$ cat src/rtl/vga_axil_pkg.sv
// Shared AXI4-Lite types for the VGA control/status register file:
// response codes, default bus widths and the channel FSM state encodings.
`timescale 1ns/1ps
package vga_axil_pkg;

   localparam int unsigned AXIL_ADDR_W = 32;
   localparam int unsigned AXIL_DATA_W = 32;

   typedef logic [AXIL_ADDR_W-1:0] axil_addr_t;
   typedef logic [AXIL_DATA_W-1:0] axil_data_t;

   typedef enum logic [1:0] {
      OKAY   = 2'b00,
      SLVERR = 2'b10
   } axil_resp_e;

   typedef enum logic {
      W_COLLECT = 1'b0,
      W_RESP    = 1'b1
   } wr_state_e;

   typedef enum logic {
      R_IDLE = 1'b0,
      R_RESP = 1'b1
   } rd_state_e;

endpackage

$ cat src/rtl/vga_axil_regfile_decode.sv
// Byte address to register index plus range flag; shared by the write and
// read channels so both agree on which addresses are legal.
`timescale 1ns/1ps
module vga_axil_regfile_decode #(
   parameter int unsigned ADDR_W   = 32,
   parameter int unsigned DATA_W   = 32,
   parameter int unsigned NUM_REGS = 16,
   localparam int unsigned IDX_W   = $clog2(NUM_REGS)
) (
   input  logic [ADDR_W-1:0] addr_i,
   output logic [IDX_W-1:0]  idx_o,
   output logic              in_range_o
);

   localparam int unsigned ADDR_LSB = $clog2(DATA_W/8);
   localparam int unsigned LIMIT    = NUM_REGS*DATA_W/8;

   // Low ADDR_LSB bits are dropped: every access is treated as word aligned.
   assign idx_o      = addr_i[ADDR_LSB +: IDX_W];
   assign in_range_o = (addr_i < ADDR_W'(LIMIT));

endmodule

$ cat src/rtl/vga_axil_regfile.sv
// AXI4-Lite slave register file exposing NUM_REGS words in parallel.
// Define VGA_AXIL_REGFILE_WSTRB_EN to honour wstrb; otherwise every write is full word.
`timescale 1ns/1ps
module vga_axil_regfile
   import vga_axil_pkg::*;
#(
   parameter int unsigned       DATA_W   = 32,
   parameter int unsigned       ADDR_W   = 32,
   parameter int unsigned       NUM_REGS = 16,
   parameter logic [DATA_W-1:0] RST_VAL  = '0
) (
   input  logic                       clk,
   input  logic                       arst,
   input  logic [ADDR_W-1:0]          awaddr,
   input  logic                       awvalid,
   output logic                       awready,
   input  logic [DATA_W-1:0]          wdata,
   input  logic [DATA_W/8-1:0]        wstrb,
   input  logic                       wvalid,
   output logic                       wready,
   output logic [1:0]                 bresp,
   output logic                       bvalid,
   input  logic                       bready,
   input  logic [ADDR_W-1:0]          araddr,
   input  logic                       arvalid,
   output logic                       arready,
   output logic [DATA_W-1:0]          rdata,
   output logic [1:0]                 rresp,
   output logic                       rvalid,
   input  logic                       rready,
   output logic [NUM_REGS*DATA_W-1:0] regs_o,
   output logic [NUM_REGS-1:0]        wr_pulse_o
);

   localparam int unsigned IDX_W  = $clog2(NUM_REGS);
   localparam int unsigned STRB_W = DATA_W/8;

   wr_state_e           wstate_q, wstate_d;
   logic                aw_got_q, aw_got_d, w_got_q, w_got_d;
   logic [ADDR_W-1:0]   awaddr_q, awaddr_d;
   logic [DATA_W-1:0]   wdata_q, wdata_d;
   logic [STRB_W-1:0]   wstrb_q, wstrb_d;
   axil_resp_e          bresp_q, bresp_d;
   logic                commit;
   logic [NUM_REGS-1:0] wr_hit, pulse_q;
   logic [DATA_W-1:0]   regs_q [NUM_REGS];

   rd_state_e           rstate_q, rstate_d;
   logic [DATA_W-1:0]   rdata_q, rdata_d;
   axil_resp_e          rresp_q, rresp_d;

   logic [ADDR_W-1:0]   w_addr_eff;
   logic [DATA_W-1:0]   wdata_eff;
   logic [STRB_W-1:0]   wstrb_eff, byte_en;
   logic [IDX_W-1:0]    w_idx, r_idx;
   logic                w_in_range, r_in_range;
   logic                aw_hs, w_hs;

   assign awready = (wstate_q == W_COLLECT) && !aw_got_q;
   assign wready  = (wstate_q == W_COLLECT) && !w_got_q;
   assign bvalid  = (wstate_q == W_RESP);
   assign bresp   = bresp_q;
   assign aw_hs   = awvalid && awready;
   assign w_hs    = wvalid && wready;

   // A channel captured on an earlier cycle wins over the live bus value.
   assign w_addr_eff = aw_got_q ? awaddr_q : awaddr;
   assign wdata_eff  = w_got_q  ? wdata_q  : wdata;
   assign wstrb_eff  = w_got_q  ? wstrb_q  : wstrb;

`ifdef VGA_AXIL_REGFILE_WSTRB_EN
   assign byte_en = wstrb_eff;
`else
   logic unused_wstrb;
   assign byte_en      = '1;
   assign unused_wstrb = ^wstrb_eff;
`endif

   vga_axil_regfile_decode #(.ADDR_W(ADDR_W), .DATA_W(DATA_W), .NUM_REGS(NUM_REGS)) u_wdec (
      .addr_i(w_addr_eff), .idx_o(w_idx), .in_range_o(w_in_range)
   );

   vga_axil_regfile_decode #(.ADDR_W(ADDR_W), .DATA_W(DATA_W), .NUM_REGS(NUM_REGS)) u_rdec (
      .addr_i(araddr), .idx_o(r_idx), .in_range_o(r_in_range)
   );

   always_comb begin
      wstate_d = wstate_q;
      aw_got_d = aw_got_q;
      w_got_d  = w_got_q;
      awaddr_d = awaddr_q;
      wdata_d  = wdata_q;
      wstrb_d  = wstrb_q;
      bresp_d  = bresp_q;
      commit   = 1'b0;
      case (wstate_q)
         W_COLLECT: begin
            if (aw_hs) begin
               aw_got_d = 1'b1;
               awaddr_d = awaddr;
            end
            if (w_hs) begin
               w_got_d = 1'b1;
               wdata_d = wdata;
               wstrb_d = wstrb;
            end
            if ((aw_got_q || aw_hs) && (w_got_q || w_hs)) begin
               commit   = 1'b1;
               aw_got_d = 1'b0;
               w_got_d  = 1'b0;
               bresp_d  = w_in_range ? OKAY : SLVERR;
               wstate_d = W_RESP;
            end
         end
         W_RESP: if (bready) wstate_d = W_COLLECT;
         default: wstate_d = W_COLLECT;
      endcase
   end

   always_comb begin
      wr_hit = '0;
      for (int i = 0; i < NUM_REGS; i++) begin
         wr_hit[i] = commit && w_in_range && (w_idx == IDX_W'(i)) && (|byte_en);
      end
   end

   always_ff @(posedge clk or posedge arst) begin
      if (arst) begin
         wstate_q <= W_COLLECT;
         aw_got_q <= 1'b0;
         w_got_q  <= 1'b0;
         awaddr_q <= '0;
         wdata_q  <= '0;
         wstrb_q  <= '0;
         bresp_q  <= OKAY;
      end else begin
         wstate_q <= wstate_d;
         aw_got_q <= aw_got_d;
         w_got_q  <= w_got_d;
         awaddr_q <= awaddr_d;
         wdata_q  <= wdata_d;
         wstrb_q  <= wstrb_d;
         bresp_q  <= bresp_d;
      end
   end

   always_ff @(posedge clk or posedge arst) begin
      if (arst) begin
         pulse_q <= '0;
         for (int i = 0; i < NUM_REGS; i++) regs_q[i] <= RST_VAL;
      end else begin
         pulse_q <= wr_hit;
         for (int i = 0; i < NUM_REGS; i++) begin
            if (wr_hit[i]) begin
               for (int b = 0; b < STRB_W; b++) begin
                  if (byte_en[b]) regs_q[i][8*b +: 8] <= wdata_eff[8*b +: 8];
               end
            end
         end
      end
   end

   // Read samples regs_q before any same-edge commit lands, so it sees the old value.
   always_comb begin
      rstate_d = rstate_q;
      rdata_d  = rdata_q;
      rresp_d  = rresp_q;
      case (rstate_q)
         R_IDLE: begin
            if (arvalid) begin
               rdata_d  = r_in_range ? regs_q[r_idx] : '0;
               rresp_d  = r_in_range ? OKAY : SLVERR;
               rstate_d = R_RESP;
            end
         end
         R_RESP: if (rready) rstate_d = R_IDLE;
         default: rstate_d = R_IDLE;
      endcase
   end

   always_ff @(posedge clk or posedge arst) begin
      if (arst) begin
         rstate_q <= R_IDLE;
         rdata_q  <= '0;
         rresp_q  <= OKAY;
      end else begin
         rstate_q <= rstate_d;
         rdata_q  <= rdata_d;
         rresp_q  <= rresp_d;
      end
   end

   assign arready    = (rstate_q == R_IDLE);
   assign rvalid     = (rstate_q == R_RESP);
   assign rdata      = rdata_q;
   assign rresp      = rresp_q;
   assign wr_pulse_o = pulse_q;

   for (genvar g = 0; g < NUM_REGS; g++) begin : g_flat
      assign regs_o[g*DATA_W +: DATA_W] = regs_q[g];
   end

endmodule

$ cat config.mk
export PLATFORM = sky130hd
export DESIGN_NAME = vga_axil_regfile
export DESIGN_NICKNAME = d
export VERILOG_FILES = /design/src/rtl/vga_axil_pkg.sv /design/src/rtl/vga_axil_regfile_decode.sv /design/src/rtl/vga_axil_regfile.sv
export SDC_FILE = /design/constraint.sdc
export NUM_CORES = 1
export LEC_CHECK = 0
export CAP_MARGIN = 20
export CORE_AREA = 2 2 260 262
export CTS_CLUSTER_DIAMETER = 30
export DETAILED_ROUTE_END_ITERATION = 8
export DIE_AREA = 0 0 262 264
export PLACE_DENSITY_LB_ADDON = 0.2
export SYNTH_ARGS = -nofsm -noshare
export SYNTH_HDL_FRONTEND = slang
export SYNTH_SLANG_ARGS = --single-unit
$ cat constraint.sdc
create_clock -name clk -period 57.1 [get_ports clk]
set_input_delay 8.565 -clock clk [delete_from_list [all_inputs] [get_ports clk]]
set_output_delay 8.565 -clock clk [all_outputs]
set_load 0.02 [all_outputs]
==> flow_summary_export.csv <==
group,metric,value,unit
sta,whs,0.498,ns
synth,synth_edf_count,0,
worst_hold_path,hold_class,"flop to flop",
cts,cts_tree,"done",
pwr,p_int,1040,uW
final_layout,synthToLayoutAreaGrowth,43.1,%
synth,async_flop_share,100,%
synth,syn_area,0.0280,mm2
cts,clkLatencyLatePin,0.70,ns
synth,synth.area.top_cells,"dfrtp_1, mux2_2, mux4_2",
synth,yosys.area.top_type,"dfrtp_1",
synth,ys_ff_latch,628,
cts,cts_setup_buffers,0,
run,drv_cap,0,
sta,rsz0062_at_grt,"no",
pwr,peakVddDrop,26.2,uV
placement,hpwl,70.0,mm
cts,cts.root.buffer_cell,"clkbuf_16",
setup_path,cpPeakStageDelay,0.91,ns
final_layout,multi_input_area,0.0117,mm2
pwr,p_seq_share,34.4,%
setup_path,crit_path_end_kind,"asynchronous set/reset pin",
status,outcome,"finished clean",
setup_path,r2r_slack,53.40,ns
setup_path,cp_max_fo,134,
detailed_routing,dr_total_vias,19800,
synth,synth_top_flop_cell,"dfrtp_1",
setup_path,worstPathRequired,57.77,ns
global_route,antenna_found_initial,12,
cts,htree_num_levels,4,
detailed_routing,drcViolationCount,0,
final_layout,regArea,0.0157,mm2
setup_path,worstPathCellList,"clkdlybuf4s50_1 -> inv_8 -> buf_4 -> buf_4 -> buf_4",
final_layout,nFillCells,5071,
floorplan,num_rows,95,
setup_path,crit_slowest_cell,"buf_4",
detailed_routing,drt_iter0_drc,1142,
pwr,p_leak,0.0183,uW
floorplan,die-width,262,um
synth,ys_seq_area_share,56.1,%
setup_path,r2r_cells,7,
pwr,clockPowerShare,54.5,%
cts,clock-sinks,628,
sta,fmax,85.0,MHz
final_layout,drive_gt1_share,38.1,%
final_layout,fin_util,60.2,%
sta,max_slew_margin,23.3,%
sta,setup_violations,0,
cts,numCtsBuffers,132,
floorplan,die_h,264,um
pwr,p_sw,368,uW
sta,tightest_slew,1.15,ns
synth,synth_cells,1770,
global_route,grt_pass1_wl,151,mm
synth,synth_top_area_share,56.1,%
sta,timing.final.crit_share,20.6,%
pwr,switching_share,26.1,%
setup_path,reg2reg_from,"w_got_q",
detailed_routing,avgViaCountPerCell,5.74,
pwr,p_comb_share,11.2,%
setup_path,worstReg2RegEnd,"regs_o[210]",
cts,cts.clk_slew.worst_paths,0.04,ns
detailed_routing,dr.pass1.iters,7,
cts,cts_resized,0,
setup_path,cp-start-kind,"input pin",
cts,cts.path.max_buffers,3,
sta,fin_setup_tns,0,ns
setup_path,cp.arrival,12.44,ns
floorplan,dieArea,0.0692,mm2
placement,gp_congestion,0.860,
floorplan,initial_utilization,42.1,%
floorplan,floorplan.core_area,0.0666,mm2
synth,avgSynthCellArea,15.8,um2
global_route,grt_pass1_vias,21000,
floorplan,ios,676,
global_route,grt_usage,30.6,%
cts,postCtsHoldBufs,0,
setup_path,worstSetupEndpoint,"regs_o[448]",
final_layout,nets,2569,
sta,finalCriticalPeriod,11.77,ns
setup_path,critPathLaunch,"arst",
synth,yosysWarningCount,0,
detailed_routing,routed_wl,106,mm
setup_path,path_class,"input pin to asynchronous set/reset pin",
detailed_routing,antenna_left,0,
placement,portBuffers,665,
sta,hold_viol,0,
pwr,p_per_area,35.2,mW/mm2
global_route,grt_max_degree,135,
setup_path,cp_common_cell,"buf_4",
synth,ys_types,43,
global_route,gr-total-overflow,0,
detailed_routing,routedWlPerCell,30.6,um
sta,skew,0.0382,ns
sta,slew_violations,0,
[cells by family after synthesis]
logic type	share of synthesized area, %
AO/OA/AOI/OAI	4.34
buffers and inverters	2.65
flip-flops	56.1
multiplexers	34.6
other	0.0134
AND/OR/NAND/NOR	2.26
[registers in the layout, summed over array words and instances, names as in the netlist]
name / cells
bresp: 1
aw_got_q: 1
wr_pulse_o: 16
rresp: 1
rvalid: 1
regs_o: 512
bvalid: 1
awaddr_q: 30
w_got_q: 1
rdata: 32
wdata_q: 32
[power groups by stage]
stage	Sequential (uW)	Clock, uW	Combinational, uW
6_report	485	768	158
5_1_grt	488	803	171
4_1_cts	484	778	159
3_5_place_dp	491	0	158
3_3_place_gp	489	0	154
2_1_floorplan	488	0	107
[through the flow]
step / setup WS, ns / instance area (um2) / std cells / power, uW
finish: 45.33 / 40100 / 3446 / 1410
global route: 44.72 / 40100 / 3444 / 1460
CTS: 45.17 / 40100 / 3436 / 1420
detailed placement: 44.48 / 35600 / 3201 / 649
global placement: 44.63 / 35600 / 3201 / 643
floorplan: 30.95 / 28000 / 1771 / 596
[placed cells by master (no fill, tap or decap), types with 11 or more instances in the layout]
cell type | Yosys | routed
a22o_1 | 32 | 32
dfrtp_1 | 628 | 627
clkbuf_1 | 88 | 18
mux2_2 | 554 | 554
o2111ai_4 | 9 | 16
clkbuf_8 | 0 | 16
bufinv_16 | 0 | 13
nor4_1 | 28 | 28
buf_4 | 3 | 43
mux4_2 | 128 | 128
mux2_1 | 51 | 51
clkinv_2 | 0 | 19
a22oi_1 | 64 | 64
nor2_1 | 13 | 11
clkbuf_16 | 0 | 137
nand2_1 | 40 | 40
clkdlybuf4s50_1 | 0 | 663
[per-layer routing]
layer  wire [um]  part of all wire (%)  GRT usage, %  up-vias
met2       50600                    48          48.4      955
met3       10400                   9.8          11.3      244
met5          24                 0.023             0        -
met4        4800                   4.5          14.6        4
li1            -                     -             -     8136
met1       39700                    38          36.9    10400
[cell usage after synthesis (all sizes together) (2+ instances only)]
cell type	n
mux4	128
nand2	40
a21o	2
nand2b	3
o21ai	8
nor2	13
nand3	5
mux2	605
nor3b	2
a22oi	64
o2111ai	16
nor4b	2
nand3b	2
nand4	2
clkbuf	88
nor3	5
buf	63
o22a	2
o21a	3
and2	4
dfrtp	628
nor4	30
a22o	32
a21oi	2
nor2b	6
inv	7
[cell type report]
cell class,instances,share of cell area [%]
Tap cell,873,2.73
Clock inverter,65,1.99
Multi-Input combinational cell,985,29.3
Sequential cell,628,39.2
Timing Repair Buffer,708,17.4
Antenna cell,10,0.0624
Clock buffer,170,9.24
Inverter,7,0.0843
[worst min-delay path by stage]
stage | to | slack (ns) | depth (start not counted) | start
2_1_floorplan | wdata_q[30] | 0.47 | 1 | wdata_q[30]
3_3_place_gp | wdata_q[2] | 0.48 | 1 | wdata_q[2]
3_5_place_dp | wdata_q[19] | 0.49 | 1 | wdata_q[19]
4_1_cts | wdata_q[0] | 0.50 | 1 | wdata_q[0]
5_1_grt | wdata_q[13] | 0.52 | 1 | wdata_q[13]
6_report | wdata_q[19] | 0.50 | 1 | wdata_q[19]
[critical path, delay by kind of cell]
kind / cells / cell delay [ns]
buffers and inverters: 5 / 3.66
Power figures use the tool's default switching activity.
